==> src/rtl/main_port_arbiter.sv <==
// Two-requester round-robin arbiter onto a single main memory port.
// One access every two cycles: a grant decision in IDLE, then one ISSUE cycle.
module main_port_arbiter #(
    parameter int AW = 16,
    parameter int DW = 32
) (
    input  logic          Clk,
    input  logic          Reset,
    input  logic          Req0,
    input  logic          Req1,
    input  logic          Wr0,
    input  logic          Wr1,
    input  logic [AW-1:0] Addr0,
    input  logic [AW-1:0] Addr1,
    input  logic [DW-1:0] WData0,
    input  logic [DW-1:0] WData1,
    output logic          Gnt0,
    output logic          Gnt1,
    output logic          RValid0,
    output logic          RValid1,
    output logic [DW-1:0] RData0,
    output logic [DW-1:0] RData1,
    output logic          RD,
    output logic          WR,
    output logic [AW-1:0] Addr,
    output logic [DW-1:0] DataIn,
    input  logic [DW-1:0] DataOut,
    output logic [15:0]   AccessCount
);

    typedef enum logic {
        IDLE,
        ISSUE
    } state_t;

    state_t      state;
    logic        last;
    logic        win;
    logic        pick;
    logic [15:0] access_count;

    // On a tie the requester not granted last wins.
    assign pick        = (Req0 && Req1) ? ~last : Req1;
    assign AccessCount = access_count;

    always_ff @(posedge Clk) begin
        if (!Reset) begin
            state        <= IDLE;
            last         <= 1'b1;
            win          <= 1'b0;
            RD           <= 1'b0;
            WR           <= 1'b0;
            Gnt0         <= 1'b0;
            Gnt1         <= 1'b0;
            RValid0      <= 1'b0;
            RValid1      <= 1'b0;
            Addr         <= '0;
            DataIn       <= '0;
            RData0       <= '0;
            RData1       <= '0;
            access_count <= '0;
        end else begin
            RValid0 <= 1'b0;
            RValid1 <= 1'b0;
            unique case (state)
                IDLE: begin
                    if (Req0 || Req1) begin
                        state  <= ISSUE;
                        win    <= pick;
                        WR     <= pick ? Wr1 : Wr0;
                        RD     <= pick ? ~Wr1 : ~Wr0;
                        Addr   <= pick ? Addr1 : Addr0;
                        DataIn <= pick ? WData1 : WData0;
                        Gnt0   <= ~pick;
                        Gnt1   <= pick;
                    end
                end
                ISSUE: begin
                    state <= IDLE;
                    RD    <= 1'b0;
                    WR    <= 1'b0;
                    Gnt0  <= 1'b0;
                    Gnt1  <= 1'b0;
                    last  <= win;
                    if (access_count != 16'hFFFF) begin
                        access_count <= access_count + 16'd1;
                    end
                    // Read data is only valid while RD is high.
                    if (RD) begin
                        if (win) begin
                            RData1  <= DataOut;
                            RValid1 <= 1'b1;
                        end else begin
                            RData0  <= DataOut;
                            RValid0 <= 1'b1;
                        end
                    end
                end
            endcase
        end
    end

endmodule

==> config.mk <==
export PLATFORM = sky130hd
export DESIGN_NAME = main_port_arbiter
export DESIGN_NICKNAME = d
export VERILOG_FILES = /design/src/rtl/main_port_arbiter.sv
export SDC_FILE = /design/constraint.sdc
export NUM_CORES = 1
export LEC_CHECK = 0
export CAP_MARGIN = 15
export CORE_MARGIN = 4
export CORE_UTILIZATION = 32
export CTS_CLUSTER_DIAMETER = 100
export DETAILED_ROUTE_END_ITERATION = 10
export GPL_ROUTABILITY_DRIVEN = 1
export PLACE_DENSITY = 0.67
export SLEW_MARGIN = 20
export SYNTH_ARGS = -nofsm -noshare
export SYNTH_HDL_FRONTEND = slang
export SYNTH_SLANG_ARGS = --single-unit
==> constraint.sdc <==
create_clock -name Clk -period 4.1 [get_ports Clk]
set_input_delay 1.23 -clock Clk [delete_from_list [all_inputs] [get_ports Clk]]
set_output_delay 1.23 -clock Clk [all_outputs]
set_load 0.03 [all_outputs]
==> flow_metrics.py, run 1 <==
metrics = {
    "status": {
        "outcome": "finished, final reports clean",
    },
    "placement": {
        "post-place-cells": 1061,
        "dp_hpwl_mm": 12.3,
        "gp_congestion": 0.765,
        "portBuffers": 267,
    },
    "grt": {
        "grt.overflow.total": 0,
        "antenna_found_initial": 0,
        "grt.total_usage_pct": 18.7,
        "grt_pass1_wl_mm": 26.8,
        "grt_max_degree": 73,
        "grt_pass1_vias": 5118,
    },
    "synth": {
        "syn_inst": 624,
        "syn_nets": 759,
        "syn_area_per_cell_um2": 8.20,
        "ys_warn_count": 0,
        "ys_types": 34,
        "syn-cell-area_um2": 5120,
        "ys_seq_elements": 137,
        "synth-seq-area-share_pct": 53.6,
    },
    "layout": {
        "antenna_cells": 0,
        "drive_gt1_share_pct": 5.33,
        "final_net_count": 1004,
        "fillers": 1462,
        "utilization_pct": 55.7,
        "seqCellArea_um2": 2740,
        "fin_cells": 1093,
        "multiInputGateArea_um2": 2220,
        "syn_to_final_growth_pct": 68.0,
    },
    "die": {
        "die_w_um": 134,
        "placeableCoreArea_um2": 15400,
        "start_util_pct": 33.2,
        "die_h_um": 134,
        "io_pins": 268,
        "dieArea_um2": 18100,
        "row_count": 45,
    },
    "timing": {
        "hold_ws_ns": 0.451,
        "max_freq_ghz": 0.352,
        "setup_tns_ns": 0,
        "finClkSkew_ns": 0.0112,
        "fin_crit_sh_pct": 69.3,
        "maxSlewHeadroom_pct": 32.7,
        "finalHoldViolCount": 0,
        "grt_setup_unrepaired": "false",
        "setup_violations": 0,
        "drv_slew": 0,
        "finalCriticalPeriod_ns": 2.84,
        "tightestPinTransition_ns": 1.00,
    },
    "cts": {
        "cts_hold_buf": 0,
        "path_clk_slew_ns": 0.06,
        "clk_latency_ns": 0.42,
        "cts_tree": "built",
        "ctsRootBufferMaster": "clkbuf_16",
        "clock_path_buffers": 2,
        "cts_setup_buffers": 0,
        "clkSinkCount": 137,
        "cts_made_buffers": 17,
        "htreeDepth": 4,
        "cts_resized": 0,
    },
    "power": {
        "leakage_nw": 2.93,
        "p_switching_uw": 886,
        "sw_frac_of_total_pct": 25.4,
        "p_int_mw": 2.60,
        "seq_power_share_pct": 40.7,
        "p_comb_share_pct": 14.7,
        "clkPwrFrac_pct": 44.6,
        "ir_drop_uv": 255,
        "p_per_area_nw_per_um2": 405,
    },
    "setup_path": {
        "cp_cell_sequence": "clkdlybuf4s50_1",
        "path_max_fanout": 8,
        "slowest_delay_ns": 0.73,
        "crit_buf_inv": 1,
        "critPathKind": "reg -> out",
        "critical_path.top_delay_family": "buffers and inverters",
        "crit_path_top_delay_cell": "clkdlybuf4s50_1",
        "cp-start-kind": "flip-flop",
        "cp.arrival_ns": 1.61,
        "required_ns": 2.87,
        "crit_path_end_kind": "output pin",
    },
    "drt": {
        "route.detailed.drc": 0,
        "vias_per_cell": 4.89,
        "drt_iter0_drc": 312,
        "routedWlPerCell_um": 16.0,
        "postRouteAntennaNets": 0,
        "firstDrtPassIters": 5,
        "wl_mm": 17.5,
        "vias": 5349,
    },
    "worst_hold_path": {
        "hold_class": "reg -> reg",
    },
    "flow_run": {
        "max-cap-violations": 0,
    },
}
path summary, 6_finish.rpt:
kind	startpoint	slack, ns	endpoint	depth (start not counted)
worst max-delay path	AccessCount[6]	1.26	AccessCount[6]	1
worst min-delay path	RData0[20]	0.45	RData0[20]	2
worst max register to register	state	1.96	AccessCount[13]	4
worst min register to register	RData0[20]	0.45	RData0[20]	2
area by class of cell:
type | count | area share [%]
inverter | 1 | 0.0728
clock inverter | 13 | 1.95
sequential | 137 | 31.9
tap | 211 | 3.07
multi-input combinational | 440 | 25.9
clock buffer | 19 | 5.03
timing repair buffer | 272 | 32.1
sequential cells by signal, summed over array words and instances (netlist names), 16 cells and up:
signal	flops
AccessCount	16
DataIn	32
RData1	32
Addr	16
RData0	32
cell usage after synthesis:
library cell / n / area share [%]
a31oi_1: 1 / 0.12
buf_1: 3 / 0.22
o21a_1: 1 / 0.15
mux2i_1: 2 / 0.39
nor3_1: 4 / 0.39
or4_1: 5 / 0.73
nor2_1: 14 / 1.0
nor4_1: 5 / 0.61
ha_1: 1 / 0.24
a21oi_1: 124 / 12
nand3_1: 7 / 0.68
o211ai_1: 1 / 0.15
a21bo_2: 1 / 0.20
or4_4: 1 / 0.22
o31ai_1: 3 / 0.44
o31a_1: 1 / 0.17
or2_2: 3 / 0.37
o311ai_0: 2 / 0.34
nand3_2: 1 / 0.20
o41ai_1: 2 / 0.34
inv_1: 1 / 0.073
nand4_1: 7 / 0.86
clkbuf_1: 43 / 3.2
or3_1: 4 / 0.49
and3_1: 2 / 0.24
a22oi_1: 48 / 7.0
xor2_1: 1 / 0.17
dfxtp_1: 137 / 54
nor2b_1: 1 / 0.12
nand2b_1: 2 / 0.24
nand2_1: 187 / 14
o41ai_2: 1 / 0.32
o21ai_0: 6 / 0.59
nor3b_1: 2 / 0.29
kinds of logic after synthesis:
| kind of cell | synth area share, % |
|---|---|
| flip-flops | 53.6 |
| AO/OA/AOI/OAI | 22.0 |
| XOR/XNOR | 0.171 |
| AND/OR/NAND/NOR | 20.2 |
| adder cells (fa/ha/maj) | 0.244 |
| buffers and inverters | 3.45 |
| multiplexers | 0.391 |
layer usage:
layer | wire (um) | global-route usage (%) | vias up
li1 | - | - | 2657
met1 | 7010 | 21.0 | 2454
met2 | 8300 | 31.1 | 215
met3 | 1890 | 8.79 | 23
met4 | 319 | 6.62 | 0
met5 | 0 | 0 | -
per-stage QoR:
step                      worst slack, ns  total power [mW]  cell area [um2]
after floorplan                      1.61              1.68             5120
after global placement               1.03              1.96             8000
after detailed placement            0.999              1.96             8000
after CTS                            1.22              3.53             8600
after global routing                 1.18              3.62             8600
final                                1.26              3.49             8600
layout by cell type (no fill, tap or decap), types with 3 or more instances in the layout:
| cell | synthesis | final |
|---|---|---|
| a22oi_1 | 48 | 48 |
| clkinv_4 | 0 | 3 |
| or3_1 | 4 | 4 |
| nor2_1 | 14 | 12 |
| clkdlybuf4s50_1 | 0 | 267 |
| nand4_1 | 7 | 7 |
| o21ai_0 | 6 | 6 |
| buf_12 | 0 | 4 |
| nor4_1 | 5 | 5 |
| o31ai_1 | 3 | 3 |
| or4_1 | 5 | 5 |
| nor3_1 | 4 | 4 |
| a21oi_1 | 124 | 124 |
| nand2_1 | 187 | 187 |
| or2_2 | 3 | 3 |
| inv_6 | 0 | 3 |
| clkbuf_16 | 0 | 17 |
| bufinv_16 | 0 | 3 |
| nand3_1 | 7 | 6 |
| dfxtp_1 | 137 | 137 |
power groups by stage:
stage / Sequential (mW) / Clock, mW / Combinational, mW
2_1_floorplan: 1.54 / 0 / 0.135
3_3_place_gp: 1.45 / 0 / 0.515
5_1_grt: 1.43 / 1.65 / 0.547
3_5_place_dp: 1.45 / 0 / 0.515
6_report: 1.42 / 1.55 / 0.513
4_1_cts: 1.42 / 1.59 / 0.518
worst register-to-register path, delay by kind of cell, from the launching register on:
kind            cells  cell delay [ns]
simple gates        3             1.22
flops               1             0.71
compound gates      1             0.15
Note: power is estimated with default switching activity, not from simulation.
==> run 2: changes to the inputs <==
- PLACE_DENSITY: 0.67 -> 0.7
- clock period: 4.1 -> 2.4 ns (I/O delays scaled with it)
==> flow_metrics.py, run 2 (same netlist as run 1, synthesis figures left out) <==
metrics = {
    "timing": {
        "drv_slew": 0,
        "setup_tns_ns": 0,
        "fin_crit_sh_pct": 95.9,
        "finClkSkew_ns": 0.00571,
        "finalHoldViolCount": 0,
        "tightestPinTransition_ns": 0.705,
        "maxSlewHeadroom_pct": 53.0,
        "grt_setup_unrepaired": "false",
        "max_freq_ghz": 0.435,
        "finalCriticalPeriod_ns": 2.30,
        "setup_violations": 0,
    },
    "layout": {
        "final_net_count": 1015,
        "fin_cells": 1104,
        "final_common_cell": "clkdlybuf4s50_1",
        "layout_common_cells": "clkdlybuf4s50_1 (266), nand2_1 (187), dfxtp_1 (137)",
        "syn_to_final_growth_pct": 69.4,
        "antenna_cells": 0,
        "reg_top3": "DataIn (32), RData0 (32), RData1 (32)",
        "fillers": 1460,
        "drive_gt1_share_pct": 6.61,
    },
    "power": {
        "ir_drop_uv": 513,
        "p_per_area_nw_per_um2": 682,
        "leakage_nw": 3.00,
    },
    "setup_path": {
        "cp-start-kind": "flip-flop",
        "path_max_fanout": 8,
        "cp.arrival_ns": 1.58,
        "critical_path.top_delay_family": "buffers and inverters",
        "required_ns": 1.68,
        "crit_path_end_kind": "output pin",
        "slowest_delay_ns": 0.73,
        "crit_path_top_delay_cell": "clkdlybuf4s50_1",
        "cp_cell_sequence": "clkdlybuf4s50_1",
        "critPathKind": "reg -> out",
        "crit_buf_inv": 1,
    },
    "cts": {
        "path_clk_slew_ns": 0.06,
        "clkSinkCount": 137,
        "htreeDepth": 4,
        "clk_latency_ns": 0.41,
        "cts_made_buffers": 17,
        "cts_tree": "built",
        "ctsRootBufferMaster": "clkbuf_16",
        "clock_path_buffers": 2,
        "cts_setup_buffers": 0,
        "cts_hold_buf": 0,
    },
    "grt": {
        "grt_pass1_vias": 5150,
        "grt_pass1_wl_mm": 27.4,
        "grt.overflow.total": 0,
        "grt.total_usage_pct": 19.2,
        "grt_max_degree": 61,
        "antenna_found_initial": 0,
    },
    "drt": {
        "wl_mm": 18.0,
        "drt_iter0_drc": 300,
        "firstDrtPassIters": 5,
        "route.detailed.drc": 0,
        "vias_per_cell": 4.90,
        "routedWlPerCell_um": 16.3,
        "vias": 5410,
        "postRouteAntennaNets": 0,
    },
    "flow_run": {
        "max-cap-violations": 0,
    },
    "die": {
        "placeableCoreArea_um2": 15400,
        "row_count": 45,
        "die_h_um": 134,
        "io_pins": 268,
        "die_w_um": 134,
        "start_util_pct": 33.2,
        "dieArea_um2": 18100,
    },
    "placement": {
        "dp_hpwl_mm": 12.7,
        "post-place-cells": 1072,
        "gp_congestion": 0.784,
        "portBuffers": 267,
    },
    "worst_hold_path": {
        "hold_class": "reg -> reg",
    },
    "status": {
        "outcome": "finished, final reports clean",
    },
}
-- run 2: cell count changes in the layout (fill, tap and decap cells not counted), sizes merged --
cell,change
clkinvlp,+1
buf,+11
clkbuf,-1
clkdlybuf4s50,-1
bufinv,-1
dlymetal6s2s,+1
clkinv,+1
-- run 2: path summary, 6_finish.rpt --
kind,end,slack [ns],startpoint,cells after the start
worst max register to register,AccessCount[13],0.43,AccessCount[4],4
worst min-delay path,RData1[17],0.45,RData1[17],2
worst max-delay path,AccessCount[12],0.1,AccessCount[12],1
worst min register to register,RData1[17],0.45,RData1[17],2
-- run 2: layout make-up --
class / count / area (um2) / share of cell area [%]
multi-input combinational: 440 / 2210 / 25.5
sequential: 137 / 2740 / 31.6
inverter: 1 / 6.26 / 0.0722
timing repair buffer: 283 / 2860 / 33.0
clock inverter: 14 / 146 / 1.69
tap: 211 / 264 / 3.04
clock buffer: 18 / 439 / 5.06
-- run 2: metrics by stage --
step                total power [mW]  instance area [um2]  setup WS [ns]  utilization, %  hold slack [ns]
floorplan                       2.86                 5120          0.362               -            0.489
global route                    6.13                 8670         0.0263            56.2            0.465
CTS                             5.98                 8670         0.0512            56.2            0.454
detailed placement              3.37                 8080          0.112            52.4            0.445
finish                          5.91                 8670         0.0990            56.2            0.451
global placement                3.37                 8080          0.152            52.4            0.442
-- run 2: where the power goes --
group / internal [mW] / switching [mW] / total [mW]
Sequential: 2.37 / 0.0524 / 2.42
Combinational: 0.445 / 0.455 / 0.900
Clock: 1.56 / 1.03 / 2.60
Total: 4.37 / 1.54 / 5.91
-- run 2: timing repair --
| item | in CTS | in global routing |
|---|---|---|
| endpoints found under the hold margin | 0 | 0 |
| endpoints found under the setup margin | 0 | 1 |
| gates resized for setup | 0 | 1 |
-- run 2: per-layer routing --
layer  GRT usage, %  routed length (um)
met1           20.9                6820
met2           32.3                8700
met3           10.6                2210
met4           5.66                 247
met5              0                   0
==> run 3: changes to the inputs <==
- ABC_AREA: not set -> 1
- CTS_BUF_LIST: not set -> sky130_fd_sc_hd__clkbuf_2
- PLACE_DENSITY: 0.7 -> 0.68
==> flow_metrics.py, run 3 <==
metrics = {
    "placement": {
        "dp_hpwl_mm": 12.9,
        "gp_congestion": 0.773,
        "portBuffers": 267,
        "place_area_um2": 8320,
    },
    "cts": {
        "path_clk_slew_ns": 0.20,
        "clock_path_buffers": 2,
        "clkSinkCount": 137,
        "cts_setup_buffers": 0,
        "cts_tree": "built",
        "ctsRootBufferMaster": "clkbuf_2",
        "clk_latency_ns": 0.69,
        "htreeDepth": 4,
        "cts_made_buffers": 17,
    },
    "drt": {
        "route.detailed.drc": 0,
        "dr_wl_met3_mm": 1.51,
        "wl_mm": 18.3,
        "vias_per_cell": 4.67,
        "drt-met1-wl_mm": 7.61,
        "postRouteAntennaNets": 0,
        "routedWlPerCell_um": 14.9,
        "vias": 5713,
        "firstDrtPassIters": 4,
        "wl_met2_mm": 8.77,
        "top_layer_used": "met4",
        "drt_iter0_drc": 312,
    },
    "layout": {
        "fin_area_um2": 8380,
        "drive_gt1_share_pct": 7.98,
        "syn_to_final_growth_pct": 52.4,
        "layout_common_cells": "nand2_1 (231), dfxtp_1 (136), clkdlybuf4s50_1 (132)",
        "final_net_count": 1125,
        "multiInputGateArea_um2": 2390,
        "seqCellArea_um2": 2740,
        "final_common_cell": "nand2_1",
        "fillers": 1710,
        "reg_top3": "DataIn (32), RData0 (32), RData1 (32)",
    },
    "die": {
        "start_util_pct": 32.9,
        "die_h_um": 139,
        "dieArea_um2": 19300,
        "placeableCoreArea_um2": 16700,
        "io_pins": 268,
        "row_count": 47,
        "die_w_um": 139,
    },
    "synth": {
        "ys_types": 24,
        "syn-cell-area_um2": 5500,
        "syn_nets": 876,
        "syn_inst": 741,
        "syn_area_per_cell_um2": 7.42,
        "synth-seq-area-share_pct": 49.9,
        "yosysMostFrequentCell": "nand2_1",
        "ys_top_cells_by_area": "dfxtp_1 (50%), nand2_1 (16%), nor2_1 (7.0%), a31oi_1 (5.5%), nand3_1 (4.7%)",
        "async_flop_share_pct": 0,
        "ys_seq_elements": 137,
        "synth_top_area_share_pct": 49.9,
        "ys_warn_count": 0,
        "synth-main-ff-cell": "dfxtp_1",
        "synthTopCellsByCount": "nand2_1 (231), dfxtp_1 (137), nor2_1 (103)",
        "yosysTopAreaCell": "dfxtp_1",
        "synth_edf_count": 0,
    },
    "setup_path": {
        "crit_path_top_delay_cell": "dfxtp_1",
        "crit_buf_inv": 1,
        "cp-start-kind": "flip-flop",
        "cp.arrival_ns": 1.52,
        "crit_path_end_kind": "output pin",
        "path_max_fanout": 5,
        "cp_cell_sequence": "clkdlybuf4s15_1",
        "slowest_delay_ns": 0.45,
        "critical_path.top_delay_family": "flip-flops",
        "required_ns": 1.68,
        "critPathKind": "reg -> out",
    },
    "power": {
        "p_switching_mw": 1.50,
        "p_comb_share_pct": 19.0,
        "leakage_nw": 3.69,
        "ir_drop_uv": 323,
        "p_per_area_nw_per_um2": 571,
        "sw_frac_of_total_pct": 31.4,
        "p_int_mw": 3.28,
        "seq_power_share_pct": 50.9,
        "clkPwrFrac_pct": 30.1,
    },
    "timing": {
        "finClkSkew_ns": 0.0314,
        "maxSlewHeadroom_pct": 57.7,
        "finalHoldViolCount": 0,
        "fin_crit_sh_pct": 93.1,
        "tightestPinTransition_ns": 0.634,
        "finalCriticalPeriod_ns": 2.24,
        "setup_tns_ns": 0,
        "setup_violations": 0,
        "max_freq_ghz": 0.447,
        "drv_slew": 0,
        "grt_setup_unrepaired": "false",
    },
    "grt": {
        "grt_pass1_wl_mm": 28.6,
        "grt_pass1_vias": 5403,
        "grt.total_usage_pct": 18.1,
        "grt_max_degree": 53,
        "grt.overflow.total": 0,
        "antenna_found_initial": 1,
    },
    "status": {
        "outcome": "finished, final reports clean",
    },
    "flow_run": {
        "max-cap-violations": 0,
    },
    "worst_hold_path": {
        "hold_class": "reg -> reg",
    },
}
[run 3: layout make-up]
type | count | area share (%)
clock inverters | 14 | 1.94
multi-input cells | 534 | 28.6
repair buffers | 279 | 31.4
diodes | 1 | 0.0299
well taps | 220 | 3.29
clock buffers | 18 | 1.08
flip-flops and latches | 137 | 32.8
inverters | 21 | 0.941
[run 3: stage by stage]
stage	utilization (%)	total power [mW]	instances	hold WS, ns	setup slack, ns
global route	50.1	5.04	1224	0.415	0.000490
CTS	50.4	4.87	1223	0.401	0.0000355
floorplan	-	2.95	741	0.429	0.815
finish	50.1	4.78	1224	0.472	0.165
global placement	49.8	3.47	1191	0.442	0.204
detailed placement	49.8	3.47	1191	0.451	0.163
[run 3: kinds of logic (layout without fill, tap and decap cells)]
group	after synthesis	in the layout	share of synthesized area (%)
mux	1	1	0.182
buf+inv	70	332	6.65
flops	137	137	49.9
simple gates	403	403	30.2
compound gates	129	129	12.8
other cells	0	1	0
fa+ha+maj	1	1	0.228
[run 3: worst paths after layout]
check | end | depth (start not counted) | slack [ns] | startpoint
min | RData1[27] | 2 | 0.47 | RData1[27]
min reg2reg | RData1[27] | 2 | 0.47 | RData1[27]
max | AccessCount[9] | 1 | 0.16 | AccessCount[9]
max reg2reg | AccessCount[2] | 6 | 0.82 | AccessCount[0]
[run 3: routing by layer]
metal,global-route usage [%],up-vias
li1,-,2919
met1,21.5,2566
met3,6.34,24
met2,30.7,204
met4,5.97,0
met5,0,-
[run 3: what timing repair did]
action	in CTS	in global routing
endpoints found under the hold margin	0	0
setup endpoints to repair	134	22
hold buffers	0	0
resized for setup	138	33
[run 3: power groups by stage]
stage	Clock (mW)	Sequential [mW]	Combinational (mW)
2_1_floorplan	0	2.68	0.277
6_report	1.44	2.44	0.909
5_1_grt	1.61	2.45	0.982
4_1_cts	1.51	2.44	0.924
3_5_place_dp	0	2.48	0.989
3_3_place_gp	0	2.48	0.986
